===== src/rtl/frame_rx_parser.sv =====
// frame_rx_parser: byte-stream frame receiver.
// Frame format: SOF_BYTE, length L (1..MAX_LEN), L payload bytes, checksum byte.
// The checksum byte must equal (L + sum of payload bytes) mod 256.
// Payload bytes are forwarded through a one-entry output register as they arrive.
// The frame verdict is signalled by a one-cycle frame_done or frame_err pulse
// after the checksum byte. Forwarded bytes are never retracted.
//
// Handshake rules, applied to both ports:
//   - A transfer happens on a rising clk edge where valid=1 and ready=1.
//   - The upstream side keeps in_valid/in_data until the byte is taken.
//   - The output register keeps out_valid/out_data stable while out_ready=0.
//   - in_ready depends on out_ready only in PAYLOAD, where a new byte may be
//     loaded in the same cycle that the held byte drains.
//
// dbg_state exposes the FSM state. Its encoding is IDLE=0, LEN=1, PAYLOAD=2, CHK=3.

module frame_rx_parser #(
    parameter logic [7:0]  SOF_BYTE = 8'hA5,
    parameter int unsigned MAX_LEN  = 64
) (
    input  logic       clk,
    input  logic       rst_n,
    input  logic [7:0] in_data,
    input  logic       in_valid,
    output logic       in_ready,
    output logic [7:0] out_data,
    output logic       out_valid,
    input  logic       out_ready,
    output logic       frame_done,
    output logic       frame_err,
    output logic [7:0] frame_len,
    output logic [1:0] dbg_state
);

    typedef enum logic [1:0] {
        ST_IDLE    = 2'd0,
        ST_LEN     = 2'd1,
        ST_PAYLOAD = 2'd2,
        ST_CHK     = 2'd3
    } state_e;

    // Upper length bound as a byte, so the comparison stays 8 bits wide.
    localparam logic [7:0] MAX_LEN_B = 8'(MAX_LEN);

    state_e     state_q,     state_d;
    logic [7:0] count_q,     count_d;      // payload bytes still expected
    logic [7:0] csum_q,      csum_d;       // running checksum, wraps mod 256
    logic [7:0] len_q,       len_d;        // length of the frame in flight
    logic [7:0] out_data_q,  out_data_d;
    logic       out_valid_q, out_valid_d;
    logic       done_q,      done_d;
    logic       err_q,       err_d;
    logic [7:0] frame_len_q, frame_len_d;

    logic in_fire;
    logic len_ok;

    // Accept input except during reset.
    // In PAYLOAD, also require that the output register is free, or that it drains this cycle.
    assign in_ready = rst_n && ((state_q != ST_PAYLOAD) || !out_valid_q || out_ready);
    assign in_fire  = in_valid && in_ready;
    assign len_ok   = (in_data != 8'd0) && (in_data <= MAX_LEN_B);

    assign out_data   = out_data_q;
    assign out_valid  = out_valid_q;
    assign frame_done = done_q;
    assign frame_err  = err_q;
    assign frame_len  = frame_len_q;
    assign dbg_state  = state_q;

    // State register and datapath registers.
    // Asynchronous reset aborts any frame without a pulse.
    always_ff @(posedge clk or negedge rst_n) begin
        if (!rst_n) begin
            state_q     <= ST_IDLE;
            count_q     <= 8'd0;
            csum_q      <= 8'd0;
            len_q       <= 8'd0;
            out_data_q  <= 8'd0;
            out_valid_q <= 1'b0;
            done_q      <= 1'b0;
            err_q       <= 1'b0;
            frame_len_q <= 8'd0;
        end else begin
            state_q     <= state_d;
            count_q     <= count_d;
            csum_q      <= csum_d;
            len_q       <= len_d;
            out_data_q  <= out_data_d;
            out_valid_q <= out_valid_d;
            done_q      <= done_d;
            err_q       <= err_d;
            frame_len_q <= frame_len_d;
        end
    end

    // Next-state and datapath update.
    // Pulses default low, and the output register drains whenever out_ready is high.
    always_comb begin
        state_d     = state_q;
        count_d     = count_q;
        csum_d      = csum_q;
        len_d       = len_q;
        out_data_d  = out_data_q;
        out_valid_d = out_valid_q && !out_ready;
        done_d      = 1'b0;
        err_d       = 1'b0;
        frame_len_d = frame_len_q;

        case (state_q)
            ST_IDLE: begin
                // Bytes other than the marker are noise between frames.
                if (in_fire && (in_data == SOF_BYTE)) begin
                    state_d = ST_LEN;
                end
            end
            ST_LEN: begin
                if (in_fire) begin
                    if (len_ok) begin
                        count_d = in_data;
                        csum_d  = in_data;
                        len_d   = in_data;
                        state_d = ST_PAYLOAD;
                    end else begin
                        err_d   = 1'b1;
                        state_d = ST_IDLE;
                    end
                end
            end
            ST_PAYLOAD: begin
                // A marker value here is data.
                // in_ready already guarantees room in the output register.
                if (in_fire) begin
                    out_data_d  = in_data;
                    out_valid_d = 1'b1;
                    csum_d      = csum_q + in_data;
                    count_d     = count_q - 8'd1;
                    if (count_q == 8'd1) begin
                        state_d = ST_CHK;
                    end
                end
            end
            ST_CHK: begin
                if (in_fire) begin
                    if (in_data == csum_q) begin
                        done_d      = 1'b1;
                        frame_len_d = len_q;
                    end else begin
                        err_d = 1'b1;
                    end
                    state_d = ST_IDLE;
                end
            end
            default: begin
                state_d = ST_IDLE;
            end
        endcase
    end

    // The two frame verdicts are mutually exclusive.
    a_one_verdict: assert property (@(posedge clk) disable iff (!rst_n)
        !(frame_done && frame_err));

    // A stalled output byte stays put until the downstream side takes it.
    a_hold_stable: assert property (@(posedge clk) disable iff (!rst_n)
        (out_valid && !out_ready) |=> (out_valid && $stable(out_data)));

    // PAYLOAD always has at least one byte outstanding.
    a_count_live: assert property (@(posedge clk) disable iff (!rst_n)
        (state_q == ST_PAYLOAD) |-> (count_q != 8'd0));

endmodule


===== config.mk =====
export PLATFORM = sky130hd
export DESIGN_NAME = frame_rx_parser
export DESIGN_NICKNAME = d
export VERILOG_FILES = /design/src/rtl/frame_rx_parser.sv
export SDC_FILE = /design/constraint.sdc
export NUM_CORES = 1
export LEC_CHECK = 0
export BUFFER_PORTS_ARGS = -buffer_cell sky130_fd_sc_hd__clkbuf_2
export CAP_MARGIN = 20
export CORE_MARGIN = 2
export CORE_UTILIZATION = 25
export CTS_BUF_LIST = sky130_fd_sc_hd__clkbuf_4 sky130_fd_sc_hd__clkbuf_8 sky130_fd_sc_hd__clkbuf_16
export CTS_CLUSTER_DIAMETER = 60
export DETAILED_ROUTE_END_ITERATION = 12
export GPL_TIMING_DRIVEN = 0
export PLACE_DENSITY = 0.46
export SLEW_MARGIN = 40
export SYNTH_ARGS = -nofsm -noshare
export SYNTH_HDL_FRONTEND = slang
export SYNTH_SLANG_ARGS = --single-unit

===== constraint.sdc =====
create_clock -name clk -period 4 [get_ports clk]
set_input_delay 0.2 -clock clk [delete_from_list [all_inputs] [get_ports clk]]
set_output_delay 0.2 -clock clk [all_outputs]
set_load 0.02 [all_outputs]

==> Yosys cells after proc, flatten, opt, wreduce, memory -nomap -nowiden <==
Cells that the tools add are included.
{ "totals": {"output_inout_bits": 22, "ff_bits": 45} }
{ "classes": {"eq_ne": 13, "order_cmp": 1, "addsub": 2, "muxes": 23, "reduce_logical": 17} }
{ "op_table": {"columns": ["op", "count"], "rows": [
  ["$mux 8", 4],
  ["$pmux 8 s2", 2],
  ["$ne 2x2->1 const B", 7],
  ["$mux 2", 6],
  ["$mux 1", 9],
  ["$add 8x8->8", 1],
  ["$eq 8x1->1 const B", 1],
  ["$eq 8x8->1", 1],
  ["$eq 8x8->1 const B", 1],
  ["$le 8x7->1 const B", 1],
  ["$pmux 2 s4", 1],
  ["$reduce_bool 8->1", 1],
  ["$sub 8x1->8 const B", 1],
  ["$reduce_and 3->1", 2],
  ["$logic_and 1x1->1", 5],
  ["$reduce_and 5->1", 1],
  ["$eq 2x2->1 const B", 2],
  ["$reduce_and 4->1", 1],
  ["$eq 2x1->1 const B", 1],
  ["$logic_not 1->1", 2],
  ["$logic_not 2->1", 1],
  ["$logic_or 1x1->1", 2],
  ["$pmux 1 s2", 1],
  ["$reduce_and 2->1", 1],
  ["$reduce_bool 2->1", 1]
]} }

==> Longest topological paths before layout <==
Gate-level depths: netlist of the first run.
{ "depth": {"word_depth": 8, "ltp_mapped": 8, "depth_no_buf": 8} }

==> Worst setup path before layout of the first run <==
Ideal clock, no wire load.
{ "synth_timing": {"path_kind": "reg-to-reg", "from": "register csum_q[6]", "to": "register frame_len_q[0] (netlist: frame_len[0])", "setup_ns": 0.125, "slack_ns": 2.010, "stages_incl_launch_ff": 6, "synth_period_minus_slack_ns": 1.990, "t_arrival_ns": 1.865, "cell_sequence": "dfrtp_1 -> ha_1 -> nor4_1 -> nand4b_1 -> a211oi_4 -> mux2_2"} }
{ "synth_via": {"elab_chain_cells": 2} }
{ "synth_lines": {"columns": ["element", "line", "rtl"], "rows": [
  ["start, declared", "47", "logic [7:0] csum_q, csum_d;"],
  ["start signal, assigned", "87", "csum_q <= csum_d;"],
  ["$eq 8x8->1", "145", "if (in_data == csum_q) begin"],
  ["$reduce_and 3->1 (no line)", null, null],
  ["end signal, assigned", "93", "frame_len_q <= frame_len_d;"],
  ["end, declared", "53", "logic [7:0] frame_len_q, frame_len_d;"]
]} }
No other way between the ends.
A chain may end at the register's enable or synchronous reset.

==> Worst setup path after layout of the first run <==
{ "layout_timing": {"from": "input port rst_n", "to": "register out_data_q[6] (netlist: out_data[6])"} }
{ "layout_via": {"elab_chain_cells": 3} }
{ "layout_lines": {"columns": ["element", "line", "rtl"], "rows": [
  ["start, declared", "22", "input logic rst_n,"],
  ["$logic_and 1x1->1", "60", "assign in_ready = rst_n && ((state_q != ST_PAYLOAD) || !out_valid_q || out_ready);"],
  ["$logic_and 1x1->1", "61", "assign in_fire = in_valid && in_ready;"],
  ["$reduce_and 2->1 (no line)", null, null],
  ["end signal, assigned", "89", "out_data_q <= out_data_d;"],
  ["end, declared", "49", "logic [7:0] out_data_q, out_data_d;"]
]} }
No other way between the ends.

==> impl_metrics.ini, run 1 <==
[status]
status = finished, final reports clean

[critical_path]
worstPathRequired_ns = 4.19
critPathKind = in2reg
critPathArrivalTime_ns = 2.83
critPathTopFamily = buffers and inverters
crit_chain = dlygate4sd3_1, clkbuf_4, nand2_1, nor3_1, buf_2, mux2_2
critical_path_peak_fanout = 48
slowest_stage = clkbuf_4
startpoint_type = input port
crit_buf_inv = 3
max_stage_delay_ns = 0.56
critPathCaptureType = flip-flop

[pwr]
p_int_mw = 1.11
vdd_drop_max_uv = 209
clock_power_share = 0.193
leakagePower_nw = 1.29
switching_power_mw = 0.766
seqPwrFrac = 0.370
powerDensity_mw_per_mm2 = 658
p_sw_frac = 0.409
pwr-share-comb = 0.437

[synth]
synth_cell_types = 48
synth_warnings = 0
synth_top_flop_cell = dfrtp_1
syn_area_sq_mm = 0.00239
yosysSeqAreaShare = 0.471
synth.ff_latch_count = 45
netlist_instances = 231
synth-edff-count = 0
synth_fp_nets = 253
avgSynthCellArea_sq_um = 10.4
async_flop_share = 1.00

[placement]
dpl.hpwl_mm = 4.29
dp.cells = 393
routabilityCongestion = 0.812
io_buffers = 33

[grt]
grt_pass1_vias = 1873
grt-ovfl-total = 0
grt.total_usage = 0.128
antenna_found_initial = 0
grt_max_degree = 49
grt_pass1_wl_mm = 10.2

[timing]
slew_viol_final = 0
fmax_mhz = 378
relSlewSlack = 0.498
fin_tns_setup_ns = 0
setup_violations = 0
rsz0062_at_grt = no
skew_ns = 0.00836
period_minus_slack_ns = 2.65
final-hold-violation-count = 0
fin_crit_sh = 0.662
worst_slew_pin_slew_ns = 0.749

[routing]
dr.first_iter.drc_count = 90
viasPerCell = 4.71
vias = 1892
drc = 0
ant_nets = 0
finalWirelength_mm = 6.05
drt_pass1_iterations = 4
wl_per_cell_microns = 15.1

[clock_tree]
cts_resized = 0
clock_latency_ns = 0.30
root_buffer = clkbuf_8
clkSlewWorstSetupHoldPaths_ns = 0.09
cts_tree = yes
numClockSinks = 45
clockBufferDepth = 2
post_cts_buffers = 0
htree_levels = 2
cts_made_buffers = 5

[finish]
register_area_sq_mm = 0.00113
multi_input_area_sq_mm = 0.00120
layout-drive-gt1-share = 0.278
syn2layout_area_growth_pct = 19.0
nets = 294
fill_cells = 971
instances_no_fill = 402
diodes = 0

[run]
drv.max_cap_violation_count = 0

[min_path]
hp-class = in2reg

[die]
pin_count = 34
start_util = 0.259
die_width_microns = 102
die_y_microns = 102
std_cell_rows = 35
die-area_sq_mm = 0.0104
core_sq_mm = 0.00924
stage by stage:
| step | area (sq um) | setup WS (ns) | power, mW | hold WS (ns) | utilization |
|---|---|---|---|---|---|
| after detailed placement | 2720 | 1.48 | 1.52 | 0.310 | 0.294 |
| after floorplan | 2390 | 2.01 | 1.28 | -0.0956 | - |
| after global routing | 2850 | 1.04 | 2.04 | 0.247 | 0.308 |
| final | 2850 | 1.35 | 1.87 | 0.251 | 0.308 |
| after CTS | 2850 | 1.28 | 1.89 | 0.239 | 0.308 |
| after global placement | 2720 | 0.991 | 1.51 | 0.474 | 0.294 |
kinds of logic (layout without fill, tap and decap cells):
logic type	Yosys count	after routing	share of synthesized area
simple gates	74	74	0.161
compound gates	61	61	0.166
flops	45	45	0.471
mux	23	23	0.108
buf+inv	15	57	0.0272
fa+ha+maj	10	10	0.0555
xor+xnor	3	3	0.0110
flip-flops by register name, indices dropped and copies added, names as in the netlist, named ones only:
signal,flops
count_q,8
csum_q,8
frame_len,8
len_q,8
out_data,8
dbg_state,1
frame_done,1
frame_err,1
out_valid,1
cells in the mapped netlist, types with 2 or more instances:
master	number	area (sq um)
o31a_1	2	17.5
a21oi_1	17	85.1
nor4_1	5	31.3
o21a_1	2	15.0
nor2b_1	10	62.6
buf_2	3	15.0
dfrtp_1	45	1130
nand4b_1	2	17.5
nand3_1	3	15.0
a211oi_1	2	15.0
inv_1	6	22.5
nand2_1	18	67.6
and3_1	4	25.0
a22oi_1	2	15.0
mux2_2	23	259
or3_1	2	12.5
o21ai_0	20	100
xor2_1	2	17.5
a31oi_1	2	12.5
ha_1	9	113
nor2_1	15	56.3
clkbuf_1	3	11.3
and2_1	3	18.8
nor3_1	6	30.0
a21o_1	2	15.0
area by class of cell:
class                   count  area share
well taps                 129      0.0567
flip-flops and latches     45       0.396
repair buffers             34      0.0624
clock inverters             3      0.0163
plain buffers               8      0.0136
inverters                   7     0.00923
clock buffers               5      0.0242
multi-input cells         171       0.422
power by group through the flow:
stage | registers [mW] | clock network, mW | logic (mW)
3_3_place_gp | 0.700 | 0 | 0.813
3_5_place_dp | 0.701 | 0 | 0.821
4_1_cts | 0.692 | 0.377 | 0.826
2_1_floorplan | 0.740 | 0 | 0.540
6_report | 0.692 | 0.362 | 0.818
5_1_grt | 0.713 | 0.394 | 0.930
worst reg2reg max path: stages (launching register included):
cell,delay (ns)
dfrtp_1,0.39
ha_1,0.35
nor4_1,0.33
nand4b_1,0.24
a211oi_4,0.50
mux2_2,0.40
what timing repair did:
| item | in CTS | in global routing |
|---|---|---|
| hold endpoints to repair | 45 | 0 |
| endpoints found under the setup margin | 0 | 0 |
| hold buffers | 1 | 0 |
layout by cell type (no fill, tap or decap), drive strengths merged, types with 2 or more instances in the layout:
cell type,Yosys,final
buf,4,4
or3,2,2
nor2b,10,10
clkbuf,4,42
mux2,23,23
a21o,2,2
nor3,6,6
o21ai,21,21
a22oi,2,2
and3,4,4
nand3,3,3
inv,7,7
o21a,2,2
nand2,18,18
nor4,5,5
a21oi,18,18
and2,3,3
a211oi,3,3
a31oi,2,2
dfrtp,45,45
ha,9,9
nor2,15,15
nand4b,2,2
o31a,2,2
xor2,2,2
final timing paths:
kind | startpoint | to | slack, ns | depth (start not counted)
min in group asynchronous | rst_n | count_q[4] | 0.49 | 2
setup reg to reg | csum_q[6] | frame_len[3] | 1.67 | 5
max in group asynchronous | rst_n | len_q[1] | 3.08 | 2
hold / removal | in_data[0] | count_q[0] | 0.25 | 2
hold reg to reg | count_q[7] | count_q[7] | 0.49 | 1
setup / recovery | rst_n | out_data[6] | 1.35 | 6
metal layers:
metal | global-route usage | wire (microns)
met3 | 0.0248 | 288
met5 | 0 | 0
met1 | 0.191 | 3080
met2 | 0.191 | 2650
met4 | 0.0281 | 33
Power figures use the tool's default switching activity.
==> run 2: changes to the inputs <==
Clock period 4 ns to 2.7 ns, I/O delays scaled along.
==> run 2 against run 1 <==
Sequential cell count stayed put. Wire length hardly changed. Setup slack worse by 1.0 ns. Core utilization hardly changed. Worst hold slack worse by 0.065 ns. Count of clock-buffer cells in the layout stayed put. Critical path depth stayed put. Via count hardly changed. Sequential share of layout area is 0.052 points lower. Non-clock buffer count stayed put. Critical endpoint unchanged. Largest cell class unchanged.
==> impl_metrics.ini, run 2 (synthesis results as in run 1) <==
[status]
status = finished, final reports clean

[critical_path]
max_stage_delay_ns = 0.54
critical_path_peak_fanout = 48
critPathTopFamily = buffers and inverters
rr_endpoint = frame_len[3]
slowest_stage = dlygate4sd3_1
crit_buf_inv = 3
critPathKind = in2reg
reg2regPathDepth = 5
worstPathRequired_ns = 2.89
r2r-start = csum_q[6]
reg2reg_slack_ns = 0.37
critPathArrivalTime_ns = 2.53
startpoint_type = input port
critPathCaptureType = flip-flop
crit_start = rst_n
crit_chain = dlygate4sd3_1, buf_6, nand2_1, nor3_1, buf_2, mux2_2

[pwr]
powerDensity_mw_per_mm2 = 973
p_sw_frac = 0.409
clock_power_share = 0.193
switching_power_mw = 1.13
finalPower_mw = 2.77
pwr-share-comb = 0.437
p_int_mw = 1.64
vdd_drop_max_uv = 310
seqPwrFrac = 0.370
leakagePower_nw = 1.30

[routing]
dr.first_iter.drc_count = 90
vias = 1891
finalWirelength_mm = 6.05
viasPerCell = 4.70
drt_pass1_iterations = 4
drc = 0
ant_nets = 0
wl_per_cell_microns = 15.1

[timing]
fin_tns_setup_ns = 0
relSlewSlack = 0.498
period_minus_slack_ns = 2.35
fin_crit_sh = 0.870
skew_ns = 0.00836
rsz0062_at_grt = no
slew_viol_final = 0
fmax_mhz = 426
final-hold-violation-count = 0
worst_slew_pin_slew_ns = 0.749
setup_violations = 0
timing.final.ws_setup_ns = 0.352

[grt]
grt_max_degree = 49
grt-ovfl-total = 0
grt_pass1_wl_mm = 10.2
grt_pass1_vias = 1873
antenna_found_initial = 0
grt.total_usage = 0.128

[clock_tree]
clkSlewWorstSetupHoldPaths_ns = 0.09
htree_levels = 2
clockBufferDepth = 2
cts_tree = yes
clock_latency_ns = 0.30
numClockSinks = 45
cts_made_buffers = 5
root_buffer = clkbuf_8

[finish]
final_cell_mix = dfrtp_1 (45), clkbuf_2 (33), mux2_2 (23)
syn2layout_area_growth_pct = 19.2
final_common_cell = dfrtp_1
stdcell_area_sq_mm = 0.00285
diodes = 0
fill_cells = 971
nets = 294
layout-drive-gt1-share = 0.278

[placement]
pre_cts_ws_ns = 0.249
place_area_sq_mm = 0.00272
routabilityCongestion = 0.812
io_buffers = 33
dpl.hpwl_mm = 4.29

[die]
die_y_microns = 102
die-area_sq_mm = 0.0104
start_util = 0.259
std_cell_rows = 35
core_sq_mm = 0.00924
pin_count = 34
die_width_microns = 102

[min_path]
hp-class = in2reg
hold_depth = 2
hold_end = count_q[0]
min-delay-start = in_data[0]

[run]
drv.max_cap_violation_count = 0
run 2: cell count changes in the layout (fill, tap and decap cells not counted):
cell | before | now
buf_6 | 0 | 1
clkbuf_4 | 1 | 0
run 2: final cells by class:
| type | count | area, sq um | area share |
|---|---|---|---|
| buffer | 8 | 38.8 | 0.0136 |
| clock buffer | 5 | 68.8 | 0.0242 |
| clock inverter | 3 | 46.3 | 0.0162 |
| inverter | 7 | 26.3 | 0.00922 |
| multi-input combinational | 171 | 1200 | 0.421 |
| sequential | 45 | 1130 | 0.395 |
| tap | 129 | 161 | 0.0567 |
| timing repair buffer | 34 | 181 | 0.0637 |
run 2: worst max path at each step:
stage                   end  slack [ns]  cells after the start
2_1_floorplan  frame_len[0]        0.71                      5
3_3_place_gp    out_data[7]       -0.24                      5
3_5_place_dp    out_data[3]        0.25                      5
4_1_cts         out_data[6]        0.04                      6
5_1_grt         out_data[3]        0.09                      6
6_report        out_data[6]        0.35                      6
run 2: per-layer routing:
metal	global-route usage	vias up	wire (microns)
li1	-	928	-
met1	0.191	925	3080
met2	0.191	36	2650
met3	0.0248	2	288
met4	0.0281	0	33
met5	0	-	0
run 2: timing repair:
item | CTS | global route
hold endpoints to repair | 45 | 0
buffers inserted | 0 | 0
setup endpoints to repair | 0 | 9
resized for setup | 0 | 2
hold buffers | 1 | 0
run 2: power by group through the flow:
stage                     combinational (mW)  clock, mW  sequential [mW]
after floorplan                        0.800          0             1.10
after CTS                               1.22      0.558             1.03
final                                   1.21      0.536             1.02
after global routing                    1.38      0.584             1.06
after detailed placement                1.22          0             1.04
after global placement                  1.20          0             1.04
run 2: per-stage QoR:
stage          utilization  instances  hold slack (ns)
3_5_place_dp         0.294        393            0.245
2_1_floorplan            -        231           -0.161
6_report             0.308        402            0.186
3_3_place_gp         0.294        393            0.456
4_1_cts              0.308        402            0.174
5_1_grt              0.308        402            0.182
run 2: worst reg2reg max path, cell delays in order, from the launching register on:
cell and delay (ns):
dfrtp_1 0.39, ha_1 0.35, nor4_1 0.33, nand4b_1 0.24
a211oi_4 0.50, mux2_2 0.40
